==> config.mk <==
export PLATFORM = sky130hd
export DESIGN_NAME = alu_controller
export DESIGN_NICKNAME = d
export VERILOG_FILES = /design/src/rtl/alu_pkg.sv /design/src/rtl/reg_file.sv /design/src/rtl/alu_controller.sv
export SDC_FILE = /design/constraint.sdc
export NUM_CORES = 1
export LEC_CHECK = 0
export CAP_MARGIN = 5
export CORE_UTILIZATION = 40
export DETAILED_ROUTE_END_ITERATION = 8
export PLACE_DENSITY = 0.6
export SYNTH_ARGS = -nofsm -noshare
export SYNTH_HDL_FRONTEND = slang
export SYNTH_SLANG_ARGS = --single-unit
export TNS_END_PERCENT = 5
==> constraint.sdc <==
create_clock -name clk -period 15.8 [get_ports clk]
set_input_delay 3.16 -clock clk [delete_from_list [all_inputs] [get_ports clk]]
set_output_delay 3.16 -clock clk [all_outputs]
set_load 0.05 [all_outputs]
==> src/rtl/alu_pkg.sv <==
// Shared ALU definitions: opcode constants, controller FSM encoding, instruction field layout.
// Latency: none (types and constants only).
// Backpressure: none.
package alu_pkg;

    // Instruction word layout: {op[11:9], dst[8:6], srca[5:3], srcb[2:0]}
    localparam int INSTR_W  = 12;
    localparam int REG_AW   = 3;
    localparam int OP_LSB   = 9;
    localparam int DST_LSB  = 6;
    localparam int SRCA_LSB = 3;
    localparam int SRCB_LSB = 0;

    typedef logic [2:0]        op_t;
    typedef logic [REG_AW-1:0] raddr_t;

    // Opcode semantics are implemented by the downstream ALU
    localparam op_t OP_ZERO = 3'd0;
    localparam op_t OP_ADD  = 3'd1;
    localparam op_t OP_SUB  = 3'd2;
    localparam op_t OP_PASS = 3'd3;
    localparam op_t OP_XOR  = 3'd4;
    localparam op_t OP_OR   = 3'd5;
    localparam op_t OP_AND  = 3'd6;
    localparam op_t OP_INC  = 3'd7;

    typedef struct packed {
        op_t    op;
        raddr_t dst;
        raddr_t srca;
        raddr_t srcb;
    } instr_t;

    typedef enum logic [1:0] {
        ST_IDLE  = 2'd0,
        ST_READ  = 2'd1,
        ST_EXEC  = 2'd2,
        ST_WRITE = 2'd3
    } state_t;

    // Split a raw instruction word into its fields
    function automatic instr_t decode_instr(input logic [INSTR_W-1:0] raw);
        instr_t d;
        d.op   = raw[OP_LSB   +: 3];
        d.dst  = raw[DST_LSB  +: REG_AW];
        d.srca = raw[SRCA_LSB +: REG_AW];
        d.srcb = raw[SRCB_LSB +: REG_AW];
        return d;
    endfunction

endpackage

==> src/rtl/reg_file.sv <==
// Register file: NREGS x DATA_W, one synchronous write port, three combinational read ports.
// Latency: write visible on read ports the cycle after the write edge; reads are combinational.
// Backpressure: none; a write is taken on every edge where we is high.
module reg_file #(
    parameter int DATA_W = 16,
    parameter int NREGS  = 8,
    parameter int AW     = 3
) (
    input  logic              clk,
    input  logic              reset,
    input  logic              we,
    input  logic [AW-1:0]     waddr,
    input  logic [DATA_W-1:0] wdata,
    input  logic [AW-1:0]     ra_addr,
    output logic [DATA_W-1:0] ra_data,
    input  logic [AW-1:0]     rb_addr,
    output logic [DATA_W-1:0] rb_data,
    input  logic [AW-1:0]     rd_addr,
    output logic [DATA_W-1:0] rd_data
);

    logic [DATA_W-1:0] mem [NREGS];

    // Storage: cleared on reset, single write port otherwise
    always_ff @(posedge clk or posedge reset) begin
        if (reset) begin
            for (int i = 0; i < NREGS; i++) begin
                mem[i] <= '0;
            end
        end else if (we) begin
            mem[waddr] <= wdata;
        end
    end

    assign ra_data = mem[ra_addr];
    assign rb_data = mem[rb_addr];
    assign rd_data = mem[rd_addr];

endmodule

==> src/rtl/alu_controller.sv <==
// Sequencer for an external ALU: reads two registers, issues them to the ALU, writes the result back.
// Latency: accept at edge N -> done in the cycle after edge N+2 -> register written at edge N+3.
// Backpressure: in_ready only in IDLE with no direct load pending; one instruction per 4 cycles.
module alu_controller
    import alu_pkg::*;
#(
    parameter int DATA_W = 16,
    parameter int NREGS  = 8
) (
    input  logic               clk,
    input  logic               reset,
    input  logic               in_valid,
    input  logic [INSTR_W-1:0] in_instr,
    output logic               in_ready,
    input  logic               ld_en,
    input  logic [REG_AW-1:0]  ld_addr,
    input  logic [DATA_W-1:0]  ld_data,
    input  logic [REG_AW-1:0]  rd_addr,
    output logic [DATA_W-1:0]  rd_data,
    output logic [2:0]         alu_sel,
    output logic [DATA_W-1:0]  alu_a,
    output logic [DATA_W-1:0]  alu_b,
    input  logic [DATA_W-1:0]  alu_q,
    output logic               done,
    output logic               zero
);

    state_t            state;
    state_t            state_nxt;
    instr_t            instr_q;
    logic [DATA_W-1:0] result_q;
    logic              accept;

    logic              wr_en;
    logic [REG_AW-1:0] wr_addr;
    logic [DATA_W-1:0] wr_data;
    logic [DATA_W-1:0] src_a;
    logic [DATA_W-1:0] src_b;

    assign accept = in_valid & in_ready;

    reg_file #(
        .DATA_W (DATA_W),
        .NREGS  (NREGS),
        .AW     (REG_AW)
    ) u_reg_file (
        .clk     (clk),
        .reset   (reset),
        .we      (wr_en),
        .waddr   (wr_addr),
        .wdata   (wr_data),
        .ra_addr (instr_q.srca),
        .ra_data (src_a),
        .rb_addr (instr_q.srcb),
        .rb_data (src_b),
        .rd_addr (rd_addr),
        .rd_data (rd_data)
    );

    // State register
    always_ff @(posedge clk or posedge reset) begin
        if (reset) begin
            state <= ST_IDLE;
        end else begin
            state <= state_nxt;
        end
    end

    // Next state, handshake and write-port steering; a direct load in IDLE
    // takes the write port and blocks acceptance for that cycle
    always_comb begin
        state_nxt = state;
        in_ready  = 1'b0;
        done      = 1'b0;
        wr_en     = 1'b0;
        wr_addr   = ld_addr;
        wr_data   = ld_data;
        case (state)
            ST_IDLE: begin
                in_ready = ~ld_en;
                if (ld_en) begin
                    wr_en = 1'b1;
                end else if (in_valid) begin
                    state_nxt = ST_READ;
                end
            end
            ST_READ: begin
                state_nxt = ST_EXEC;
            end
            ST_EXEC: begin
                state_nxt = ST_WRITE;
            end
            ST_WRITE: begin
                done      = 1'b1;
                wr_en     = 1'b1;
                wr_addr   = instr_q.dst;
                wr_data   = result_q;
                state_nxt = ST_IDLE;
            end
            default: begin
                state_nxt = ST_IDLE;
            end
        endcase
    end

    // Latch the instruction at the accepting edge; it stays put until the next accept
    always_ff @(posedge clk or posedge reset) begin
        if (reset) begin
            instr_q <= '0;
        end else if (accept) begin
            instr_q <= decode_instr(in_instr);
        end
    end

    // Issue opcode and operands to the ALU at the end of READ; held until the next READ
    always_ff @(posedge clk or posedge reset) begin
        if (reset) begin
            alu_sel <= OP_ZERO;
            alu_a   <= '0;
            alu_b   <= '0;
        end else if (state == ST_READ) begin
            alu_sel <= instr_q.op;
            alu_a   <= src_a;
            alu_b   <= src_b;
        end
    end

    // Capture the ALU result at the end of EXEC
    always_ff @(posedge clk or posedge reset) begin
        if (reset) begin
            result_q <= '0;
        end else if (state == ST_EXEC) begin
            result_q <= alu_q;
        end
    end

    // Zero flag tracks the value committed to the register file at the end of WRITE
    always_ff @(posedge clk or posedge reset) begin
        if (reset) begin
            zero <= 1'b0;
        end else if (state == ST_WRITE) begin
            zero <= (result_q == '0);
        end
    end

endmodule

# After elaboration in Yosys (flattened, before gate mapping)
# Cells that the tools add are included.
# totals
reg_bits	194
latch_bits	0
ramBits	0
romBits	0
input_bits	54
output_inout_bits	54
n_memories	0
# classes
n_addsub	0
mul	0
div	0
magnitude_cmp	5
eq_ne	5
n_shift	0
n_mux	21
n_bitwise	6
reduce_logical	4
# ops
cell	n
16-bit binary-select mux with 3-bit select	3
128-bit bitwise mux	1
16-bit two-way mux	8
16-bit demux with 3-bit select	1
4-bit greater-or-equal comparator (second input constant)	4
16-bit logical NOT	1
3-bit inverter with 4-bit output	4
2-bit one-hot mux with 4 select lines	1
2-bit == test (second input constant)	2
4-bit by 1-bit < comparator with 1-bit output (second input constant)	1
2-bit two-way mux	2
2-bit != test (second input constant)	2
1-bit two-way mux	3
3-bit two-way mux	1
2-bit by 1-bit == test with 1-bit output (second input constant)	1
2-bit logical NOT	1
1-bit one-hot mux with 2 select lines	1
2-bit AND reduction	1
1-bit AND	1
1-bit logical AND	1
1-bit inverter	1

# Longest topological paths before layout
# depth
ltp_word	8
ltp_mapped	7
ltp_nobuf	5

# Cells and area by module
# From an unflattened synthesis, not the netlist that was laid out.
# unflattened
hier_cells	635
area_unflattened_um2	10886.7
# by_module_without_submodules
mod	n_inst	cells_per_inst	area_per_inst_um2
reg_file	1	454	8049.0
alu_controller	1	181	2837.7

# Least setup slack after synthesis
# OpenSTA, ideal clock, no wires.
# synth_timing
path_type	input to output
start	input port rd_addr[0]
end	output port rd_data[0]
arrival_time_ns	4.590
path_slack_ns	8.050
cell_stages	4
path_buffers	2
path_cell_list	clkbuf_1 > buf_2 > mux4_2 > mux2_2
# synth_between
elab_chain_cells	4
# synth_lines
element	line	source
start, declared	alu_controller.sv:18	input logic [REG_AW-1:0] rd_addr,
3-bit inverter with 4-bit output (not written as such)	reg_file.sv:37	assign rd_data = mem[rd_addr];
16-bit binary-select mux with 3-bit select	reg_file.sv:37	
16-bit two-way mux (not written as such) (2 in series)	reg_file.sv:37	
end, declared	alu_controller.sv:19	output logic [DATA_W-1:0] rd_data,
# Every way passes these cells. The select of a mux whose other input is x is not followed.

# Worst setup path after layout
# layout_timing
start	input port rd_addr[1]
end	output port rd_data[0]
# Same word-level chain as after synthesis.

==> results_dict.tcl <==
set metrics [dict create \
    drcViolationCount 0 \
    num_antenna_cells 0 \
    hp-class "reg -> reg" \
    grt_pass1_vias 7377 \
    finalSetupViolations 0 \
    drv_slew 0 \
    clock_sinks 194 \
    antenna_found_initial 0 \
    r2r-end "u_reg_file.mem[58]$_DFFE_PP0P_" \
    startpoint_type "input port" \
    synth_edf_count 0 \
    yosys_most_used_dff "dfrtp_1" \
    maxSlewHeadroom_pct 19.28 \
    powerDensity_mw_per_mm2 239.2 \
    grt_pass1_wl_mm 47.09 \
    yosysUniqueCellTypes 32 \
    reg2reg_setup_slack_ns 13.05 \
    fp.dieH_um 169.5 \
    rsz0062_at_grt "false" \
    worstSkewPairLatency_ns 0.43 \
    ys_async_sr_fraction_pct 100.0 \
    cts_setup_buffers 0 \
    hold_violations 0 \
    numPortBuffers 107 \
    dp_hpwl_mm 18.39 \
    cts_buffers 17 \
    hold_slack_ns 0.5106 \
    first_iter_violations 514 \
    yosysSeqAreaShare_pct 43.27 \
    endpoint "rd_data[0]" \
    post-route-min-period_ns 8.650 \
    finClkSkew_ns 0.008961 \
    nets 958 \
    root_buffer "clkbuf_16" \
    start_util_pct 41.17 \
    netlist_area_mm2 0.01122 \
    core.rowCount 60 \
    area_growth_pct 17.49 \
    gp_congestion 0.7789 \
    num_vias 7350 \
    tightest_slew_ns 1.211 \
    min_from "instr_q[9]$_DFFE_PP0P_" \
    syn_avg_cell_area_um2 13.67 \
    cts_htree_levels 4 \
    cp.arrival_ns 5.49 \
    ios 108 \
    grt_max_degree 125 \
    ys_ff_latch 194 \
    grt_overflow_total 0 \
    yosys_warnings 0 \
    crit_path_end_kind "primary output" \
    rr_worst_depth 6 \
    track_usage_pct 22.08 \
    firstDrtPassIters 4 \
    syn_inst 821 \
    r2r_start "state[0]$_DFFE_PP0P_" \
    synth_nets 879 \
    cts_tree "yes" \
    fin_crit_sh_pct 54.74 \
    fp.dieW_um 169.5 \
    worstPathMaxFanout 32 \
    wirelength_mm 30.43 \
    crit_required_ns 12.64 \
    clockBufferDepth 2 \
    vias_per_cell 5.720 \
    ant_nets 0 \
    clk_pin_slew_worst_paths_ns 0.07 \
    outcome "finished clean" \
    critical_path.startpoint "rd_addr[1]" \
    avgRoutedWirePerCell_um 23.68 \
    postCtsHoldBufs 0 \
    dieArea_mm2 0.02872 \
    p_leak_nw 5.603 \
    core_area_mm2 0.02725 \
    tns_ns 0 \
    drive_above_1_share_pct 32.75 \
    max-vdd-ir-drop_mv 0.1550 \
    cap_violations 0 \
    fmax_mhz 115.6 \
    crit_type "in -> out" \
    ctsResizeCount 0 \
]
where the power goes:
group | internal [mW] | switching [mW] | total [mW]
registers | 0.756 | 0.274 | 1.03
logic | 0.781 | 0.869 | 1.65
clock network | 0.273 | 0.200 | 0.473
total | 1.81 | 1.34 | 3.15
routing by layer:
layer  vias to the layer above  track usage, %  share of wire (%)
li1                       3301               -                  -
met1                      3825           31.15                 46
met2                       191           34.76                 46
met3                        33           3.708                5.3
met4                         0           6.659                1.9
met5                         -               0                  0
cell type report:
class                      count  area (µm²)
multi-input combinational    554        5964
sequential                   194        4862
tap                          372       465.4
clock inverter                14       196.4
clock buffer                  18       439.2
timing repair buffer         129        1231
inverter                       4       22.52
fill                        2408       14070
per-stage QoR:
| step | instance area, µm² | total power, mW | utilization [%] | worst slack (ns) | cells |
|---|---|---|---|---|---|
| after floorplan | 11220 | 2.206 | - | 7.356 | 821 |
| after CTS | 13180 | 3.165 | 48.37 | 7.125 | 1285 |
| after global routing | 13180 | 3.322 | 48.37 | 7.084 | 1285 |
| final | 13180 | 3.154 | 48.37 | 7.150 | 1285 |
| after detailed placement | 12550 | 2.684 | 46.04 | 7.149 | 1253 |
| after global placement | 12550 | 2.664 | 46.04 | 7.184 | 1253 |
how the worst min path moves through the flow:
stage / to / slack (ns) / depth (start not counted)
2_1_floorplan: instr_q[10]$_DFFE_PP0P_ / 0.47 / 1
3_3_place_gp: alu_sel[2]$_DFFE_PP0N_ / 0.48 / 1
3_5_place_dp: instr_q[10]$_DFFE_PP0P_ / 0.49 / 1
4_1_cts: instr_q[10]$_DFFE_PP0P_ / 0.51 / 1
5_1_grt: instr_q[9]$_DFFE_PP0P_ / 0.53 / 1
6_report: instr_q[9]$_DFFE_PP0P_ / 0.51 / 1
registers in the layout (all words and copies together) (netlist names):
name / count
u_reg_file.mem: 128
alu_a: 16
alu_b: 16
result_q: 16
instr_q: 12
alu_sel: 3
state: 2
zero: 1
synth_stat cells (all sizes together) (8+ instances only):
master  number  area, µm²
nand3       33      165.2
a22oi       32      240.2
buf         35      270.3
mux2i       97      970.9
a41o        32      320.3
mux4        32      720.7
a221oi       8      210.2
dfrtp      194       4855
mux2       192       2387
clkbuf      34      127.6
a211o       32      280.3
nor2b       67      419.2
placed cells by master, fill, tap and decap left out, drive strengths merged:
master | netlist | layout
clkinv | 0 | 3
nand3 | 33 | 33
clkdlybuf4s50 | 0 | 106
nand4bb | 1 | 1
nand3b | 3 | 3
nand2 | 3 | 3
nor2 | 3 | 3
a221oi | 8 | 8
nand2b | 4 | 4
ha | 4 | 4
nor2b | 67 | 67
nor4 | 4 | 4
dfrtp | 194 | 194
a31oi | 1 | 1
or3b | 3 | 3
clkbuf | 34 | 18
a211o | 32 | 32
nand4b | 1 | 1
inv | 4 | 11
or3 | 1 | 1
mux2 | 192 | 192
a22oi | 32 | 32
buf | 35 | 23
nand4 | 1 | 1
a41o | 32 | 32
mux4 | 32 | 32
bufinv | 0 | 4
mux2i | 97 | 97
kinds of logic after synthesis:
family	count (synthesis)	share of synthesized area, %
simple gates	124	6.825
flops	194	43.27
fa+ha+maj	4	0.4461
mux	321	36.36
compound gates	105	9.423
buf+inv	73	3.680
critical path: stages:
cell and delay, ns:
clkdlybuf4s50_1 0.46, buf_4 0.45, mux4_2 0.39, mux2_2 0.31, clkdlybuf4s50_1 0.71
Note: power is estimated with default switching activity, not from simulation.
